[src/rtl/jogo_pkg.sv]
// Shared definitions for the drone game lives/respawn logic:
// FSM encoding, default timing parameters and the initial-lives table.
package jogo_pkg;

  typedef enum logic [3:0] {
    OCIOSO       = 4'd0,
    ATIVO        = 4'd1,
    DECREMENTA   = 4'd2,
    INVULNERAVEL = 4'd3,
    FIM          = 4'd4
  } estado_t;

  localparam int VIDAS_W_PAD   = 4;
  localparam int INV_TICKS_PAD = 8;
  localparam int PISCA_DIV_PAD = 2;

  localparam logic [3:0] DB_INVALIDO = 4'hF;

  // Lives selected at game start: 2*sel+1, giving 1, 3, 5 or 7.
  function automatic logic [3:0] vidas_iniciais(input logic [1:0] sel);
    return {1'b0, sel, 1'b1};
  endfunction

endpackage

[src/rtl/contador_ticks.sv]
// Mod-N event counter: advances on conta, clears on zera, and flags the
// count event that wraps it back to zero.
module contador_ticks #(
  parameter int N = 8
) (
  input  logic clock,
  input  logic reset,
  input  logic zera,
  input  logic conta,
  output logic fim
);

  localparam int             W      = (N > 1) ? $clog2(N) : 1;
  localparam logic [W-1:0]   ULTIMO = W'(N - 1);

  logic [W-1:0] r_cont;

  always_ff @(posedge clock or posedge reset) begin
    if (reset)
      r_cont <= '0;
    else if (zera)
      r_cont <= '0;
    else if (conta)
      r_cont <= (r_cont == ULTIMO) ? '0 : r_cont + 1'b1;
  end

  assign fim = conta && (r_cont == ULTIMO);

endmodule

[src/rtl/gerenciador_vidas.sv]
// Lives/respawn controller: charges one life per accepted collision, then
// holds a tick-timed invulnerability window with a blinking drone.
module gerenciador_vidas
  import jogo_pkg::*;
#(
  parameter int VIDAS_W   = VIDAS_W_PAD,
  parameter int INV_TICKS = INV_TICKS_PAD,
  parameter int PISCA_DIV = PISCA_DIV_PAD
) (
  input  logic               clock,
  input  logic               reset,
  input  logic               carrega,
  input  logic [1:0]         vidas_sel,
  input  logic               colisao,
  input  logic               tick,
  output logic [VIDAS_W-1:0] vidas,
  output logic               colisao_aceita,
  output logic               invulneravel,
  output logic               pisca,
  output logic               sem_vidas,
  output logic [3:0]         db_estado
);

  localparam logic [VIDAS_W-1:0] UMA_VIDA = VIDAS_W'(1);

  estado_t             r_estado, w_prox;
  logic [VIDAS_W-1:0]  r_vidas;
  logic                r_pisca;
  logic                w_zera, w_conta, w_fim_janela, w_fim_pisca;

  // Both counters only run inside the window; a tick during DECREMENTA is dropped.
  assign w_zera  = carrega || (r_estado != INVULNERAVEL);
  assign w_conta = tick && (r_estado == INVULNERAVEL);

  contador_ticks #(.N(INV_TICKS)) u_janela (
    .clock (clock),
    .reset (reset),
    .zera  (w_zera),
    .conta (w_conta),
    .fim   (w_fim_janela)
  );

  contador_ticks #(.N(PISCA_DIV)) u_pisca (
    .clock (clock),
    .reset (reset),
    .zera  (w_zera),
    .conta (w_conta),
    .fim   (w_fim_pisca)
  );

  always_ff @(posedge clock or posedge reset) begin
    if (reset) r_estado <= OCIOSO;
    else       r_estado <= w_prox;
  end

  always_comb begin
    w_prox = r_estado;
    if (carrega) begin
      w_prox = ATIVO;
    end else begin
      case (r_estado)
        OCIOSO:       w_prox = OCIOSO;
        ATIVO:        if (colisao) w_prox = DECREMENTA;
        DECREMENTA:   w_prox = (r_vidas <= UMA_VIDA) ? FIM : INVULNERAVEL;
        INVULNERAVEL: if (w_fim_janela) w_prox = ATIVO;
        FIM:          w_prox = FIM;
        default:      w_prox = OCIOSO;
      endcase
    end
  end

  // Lives saturate at zero so a stray DECREMENTA can never wrap the counter.
  always_ff @(posedge clock or posedge reset) begin
    if (reset)
      r_vidas <= '0;
    else if (carrega)
      r_vidas <= VIDAS_W'(vidas_iniciais(vidas_sel));
    else if (r_estado == DECREMENTA && r_vidas != '0)
      r_vidas <= r_vidas - 1'b1;
    else if (r_estado == FIM)
      r_vidas <= '0;
  end

  always_ff @(posedge clock or posedge reset) begin
    if (reset)
      r_pisca <= 1'b0;
    else if (carrega)
      r_pisca <= 1'b0;
    else if (r_estado == DECREMENTA)
      r_pisca <= 1'b1;
    else if (r_estado == INVULNERAVEL) begin
      if (w_fim_pisca) r_pisca <= ~r_pisca;
    end else
      r_pisca <= 1'b0;
  end

  always_comb begin
    vidas          = r_vidas;
    colisao_aceita = (r_estado == DECREMENTA);
    invulneravel   = (r_estado == INVULNERAVEL);
    pisca          = r_pisca && (r_estado == INVULNERAVEL);
    sem_vidas      = (r_estado == FIM);
    case (r_estado)
      OCIOSO, ATIVO, DECREMENTA, INVULNERAVEL, FIM: db_estado = r_estado;
      default:                                      db_estado = DB_INVALIDO;
    endcase
  end

endmodule

[config.mk]
export PLATFORM = sky130hd
export DESIGN_NAME = gerenciador_vidas
export DESIGN_NICKNAME = d
export VERILOG_FILES = /design/src/rtl/jogo_pkg.sv /design/src/rtl/contador_ticks.sv /design/src/rtl/gerenciador_vidas.sv
export SDC_FILE = /design/constraint.sdc
export NUM_CORES = 1
export LEC_CHECK = 0
export CORE_MARGIN = 1.5
export CORE_UTILIZATION = 45
export CTS_BUF_LIST = sky130_fd_sc_hd__clkbuf_8
export DETAILED_ROUTE_END_ITERATION = 6
export GPL_TIMING_DRIVEN = 0
export HOLD_SLACK_MARGIN = 0.12
export MAX_ROUTING_LAYER = met4
export PLACE_DENSITY = 0.81
export SYNTH_ARGS = -nofsm -noshare
export SYNTH_HDL_FRONTEND = slang
export SYNTH_SLANG_ARGS = --single-unit
[constraint.sdc]
create_clock -name clock -period 2 [get_ports clock]
set_clock_uncertainty 0.2 [all_clocks]
set_input_delay 0.3 -clock clock [delete_from_list [all_inputs] [get_ports clock]]
set_output_delay 0.3 -clock clock [all_outputs]
set_load 0.005 [all_outputs]
# Word level (Yosys, flattened, before mapping)
# Index checks and enable logic that the tools add are counted.
[word_totals]
ff_bits = 13
out_inout_bits = 12
[classes]
addsub = 3
n_lt_le_gt_ge = 1
n_eq_ne = 9
n_mux = 19
bitwise = 1
reduce_logical = 12
[ops]
columns = ["op", "n"]
rows = [
  ["4-bit two-way mux", 7],
  ["4-bit case mux with 4 select lines", 1],
  ["3-bit two-way mux", 4],
  ["4-bit by 2-bit == test with 1-bit output, second input constant", 2],
  ["1-bit two-way mux", 7],
  ["1-bit logical AND", 5],
  ["5-bit OR reduction", 1],
  ["4-bit by 1-bit == test with 1-bit output, second input constant", 1],
  ["4-bit by 3-bit == test with 1-bit output, second input constant", 1],
  ["4-bit by 1-bit less-or-equal comparator with 1-bit output, second input constant", 1],
  ["4-bit zero test", 1],
  ["4-bit by 2-bit != test with 1-bit output, second input constant", 1],
  ["4-bit by 3-bit != test with 1-bit output, second input constant", 1],
  ["4-bit nonzero test", 1],
  ["4-bit by 1-bit subtractor with 4-bit output, second input constant", 1],
  ["3-bit by 1-bit adder with 3-bit output, second input constant", 1],
  ["3-bit == test, second input constant", 1],
  ["3-bit by 2-bit != test with 1-bit output, second input constant", 1],
  ["3-bit != test, second input constant", 1],
  ["3-bit nonzero test", 1],
  ["2-bit AND reduction", 1],
  ["2-bit nonzero test", 1],
  ["1-bit adder, second input constant", 1],
  ["1-bit logical OR", 1],
  ["1-bit NOT", 1],
]

# Logic depth before layout (Yosys ltp)
[depth]
ltp_word = 7
mapped_depth = 6
depth_no_buf = 5

# Hierarchy
# From an unflattened synthesis, not the netlist that was laid out.
[hier_totals]
cells_unflattened = 82
hier_area_um2 = 794.5
[by_module_without_submodules]
columns = ["module", "n_inst", "cells_per_inst", "area_per_inst_um2", "seq_area_each_um2"]
rows = [
  ["gerenciador_vidas", 1, 62, 579.3, 200.2],
  ["contador_ticks at u_janela", 1, 15, 166.4, 75.1],
  ["contador_ticks at u_pisca", 1, 5, 48.8, 25.0],
]

# Worst setup path after synthesis
# No wires, ideal clock.
[synth_path]
kind = "register -> register"
start = "reg r_vidas[0], in the netlist vidas[0]"
end = "reg r_vidas[2], in the netlist vidas[2]"
arrival_time_ps = 1489
required_ps = 1730
path_slack_ps = 241
path_stages_with_launch = 6
cell_sequence = "dfrtp_1 inv_1 ha_1 a211o_1 or4b_1 nand3_1"
[synth_between]
elab_chain_len = 4
word_cells_on_any_way = 6
classes_between = "add/sub: 1; mux: 2; reduce/logical: 3"
[synth_rtl]
columns = ["item", "line", "rtl"]
rows = [
  ["from (decl)", "gerenciador_vidas.sv:27", "logic [VIDAS_W-1:0] r_vidas;"],
  ["from (signal assigned)", "gerenciador_vidas.sv:77", "r_vidas <= VIDAS_W'(vidas_iniciais(vidas_sel));"],
  ["from (signal assigned)", "gerenciador_vidas.sv:79", "r_vidas <= r_vidas - 1'b1;"],
  ["parallel branches: the longest is 4 deep, another holds 4-bit by 1-bit subtractor with 4-bit output", "n/a", ""],
]
# Parallel ways; which one is timed is not known.
# A chain may end at the register's enable or synchronous reset.

# Worst setup path after layout
[layout_path]
start = "reg r_estado[2]"
end = "out db_estado[1]"
[layout_between]
elab_chain_len = 3
word_cells_on_any_way = 7
classes_between = "eq/ne: 4; mux: 1; reduce/logical: 2"
[layout_rtl]
columns = ["item", "line", "rtl"]
rows = [
  ["from (decl)", "gerenciador_vidas.sv:26", "estado_t r_estado, w_prox;"],
  ["from (signal assigned)", "gerenciador_vidas.sv:53", "else r_estado <= w_prox;"],
  ["4-bit by 2-bit == test with 1-bit output (tied with other cells)", "gerenciador_vidas.sv:103", "case (r_estado)"],
  ["5-bit OR reduction (*)", "gerenciador_vidas.sv:103", ""],
  ["4-bit two-way mux (*)", "gerenciador_vidas.sv:103", ""],
  ["to (decl)", "gerenciador_vidas.sv:21", "output logic [3:0] db_estado"],
]
# Mark *: on every way between the ends. The rest lies on a longest branch, timed or not.

==> results.cfg <==
[logic_synthesis]
synth_area_leader_cell = dfrtp_1
syn-instance-count = 79
synth_seq_cells = 12
synth_top_area_share_pct = 41.0
yosys_warnings = 0
syn_area_per_cell_um2 = 9.27
synth_area_um2 = 732
synth-seq-area-share_pct = 41.0
yosys-top-cells-area = dfrtp_1, ha_1, nor2_1, mux2i_1, inv_1
ys_types = 32
syn_nets = 91

[critical_path]
crit_required_ns = 1.50
critPathCaptureType = output pin
crit_fanout = 3
worstSetupPathType = reg -> out
worstRegToRegCells = 5
crit_arrival_ns = 1.44
worstSetupStartpointType = register

[placement]
portBuffers = 17
place.gp.congestion = 0.732
dp.final_hpwl_mm = 1.10
pre_cts_slack_ns = 0.0581

[cts]
insertion_delay_ns = 0.23
clk_pin_slew_worst_paths_ns = 0.06
ctsRootBufferMaster = clkbuf_8
cts_hold_buffers = 0
numCtsBuffers = 3
cts.sinks = 12
cts_tree = yes
h-tree-depth = 1
clockBufferDepth = 2

[floorplanning]
die_area_um2 = 1880
pin_count = 19
fp.dieH_um = 43.3
coreArea_um2 = 1510
rows = 14
start_util_pct = 48.6
die_x_um = 43.3

[pwr]
leakagePower_nw = 0.515
power.total_mw = 0.788
p_per_area_nw_per_um2 = 745
vdd_drop_max_mv = 0.523

[global_route]
antenna_found_initial = 0
top_usage_layer = met2
use_met2_pct = 33.7
grt_pass1_vias = 664
grt_util_all_layers_pct = 19.9
grt_pass1_wl_mm = 2.79
grt-ovfl-total = 0
grt_max_degree = 13
use_met1_pct = 24.7
global_route.usage.met3_pct = 2.92

[detailed_routing]
via_per_inst = 5.64
drt_iter0_drc = 12
drc = 0
wirelength_mm = 1.70
vias = 688
firstDrtPassIters = 4
ant_nets = 0
wire_per_inst_um = 14.0

[cells_and_area]
nets = 119
n_antenna_cell = 0
syn_to_final_growth_pct = 44.4
final_core_util_pct = 70.2
drive_gt1_share_pct = 20.8

[run_status]
outcome = completed

[sta]
setup_slack_ns = 0.0631
report.final.slew_viol_count = 0
hold_viol = 0
worst_pin_slew_ns = 0.462
min_period_ns = 1.94
setup_viol = 0
min_period_over_period_pct = 96.8
clock.fmax_mhz = 516
max_slew_margin_pct = 69.1

[worst_hold_path]
hp-class = in -> async

[flow_run]
maxCapViolCount = 0
## Yosys cell counts
cell type,count
a211o_1,1
nand3_1,1
or4_1,1
buf_2,1
xnor2_1,2
a21oi_1,2
and2_1,1
xor2_1,1
nor2_1,10
mux2i_1,2
ha_1,5
nor3b_1,2
or3_1,1
nand2_1,5
dfrtp_1,12
o311ai_0,1
a32oi_1,1
nand4b_1,2
nor2b_1,1
or2_2,2
nand2b_1,3
o21a_1,1
clkbuf_1,3
a22oi_1,1
or4b_1,1
o21ai_0,3
nand2b_4,1
a31oi_1,1
o31ai_1,2
inv_1,5
nor3_1,2
a211oi_1,2
## registers in the layout (all words and copies together), names as in the netlist
signal and cells:
r_pisca 1, r_estado 3, vidas 4, u_janela.r_cont 3, u_pisca.r_cont 1
## cells in the final DEF, fill, tap and decap left out, types with 2 or more instances in the layout
cell	count
o21ai_0	3
nor2_4	2
buf_4	6
dlygate4sd2_1	3
clkbuf_8	4
nand2_1	4
inv_1	4
nor3_1	2
nand2b_1	3
o31ai_1	2
nor2_1	8
nand4b_1	2
clkbuf_1	3
mux2i_1	2
a21oi_1	2
ha_1	5
clkdlybuf4s50_1	12
nor3b_1	2
or2_2	2
xnor2_1	2
dfrtp_2	2
dlymetal6s2s_1	2
dfrtp_1	10
## worst paths after layout
check | start | endpoint | slack, ns
setup / recovery | r_estado[2] | db_estado[1] | 0.06
setup reg to reg | vidas[0] | vidas[2] | 0.13
min in group clock | tick | u_janela.r_cont[1] | 0.31
max in group asynchronous | reset | r_estado[1] | 1.09
hold reg to reg | u_janela.r_cont[1] | u_janela.r_cont[1] | 0.33
hold / removal | reset | r_estado[2] | 0.17
## per-stage QoR
stage               hold WS, ns   TNS, ns  cells  area, um2
floorplan               -0.0353         0     79        732
global placement          0.311         0    112        922
detailed placement        0.322         0    112        922
CTS                       0.199         0    120       1020
global route              0.243  -0.00664    122       1060
finish                    0.173         0    122       1060
## cell type report
cell class / instances / area [um2]
timing repair buffer: 24 / 228
fill: 119 / 449
clock buffer: 4 / 55.1
multi-input combinational: 58 / 422
inverter: 5 / 18.8
buffer: 3 / 11.3
tap: 16 / 20.0
sequential: 12 / 303
## where the power goes
part	switching, mW	internal, mW	leakage, nW	total [mW]
Clock	0.0871	0.174	0.0288	0.261
Sequential	0.0271	0.265	0.151	0.292
Combinational	0.111	0.124	0.335	0.235
## critical path, cell delays in order, from the launching register on
cell and delay, ns:
dfrtp_1 0.39, buf_4 0.15, nor2b_2 0.15, or2_2 0.26
dlygate4sd2_1 0.26
## per-layer routing
metal / wire [um] / vias to the layer above
met2: 820 / 23
met3: 91 / 4
met5: 0 / -
li1: - / 330
met1: 758 / 331
met4: 31 / 0
## repair_timing
item                                    4_1_cts  5_1_grt
gates resized for setup                      10        6
buffers inserted                              5        3
pin swaps                                     1        3
endpoints found under the setup margin        5        5
## cell families after synthesis
logic type | synth area share, %
xor+xnor | 3.59
buf+inv | 4.79
mux | 2.74
fa+ha+maj | 8.55
flops | 41.0
compound gates | 14.0
simple gates | 25.3
(Power assumes the default switching activity.)
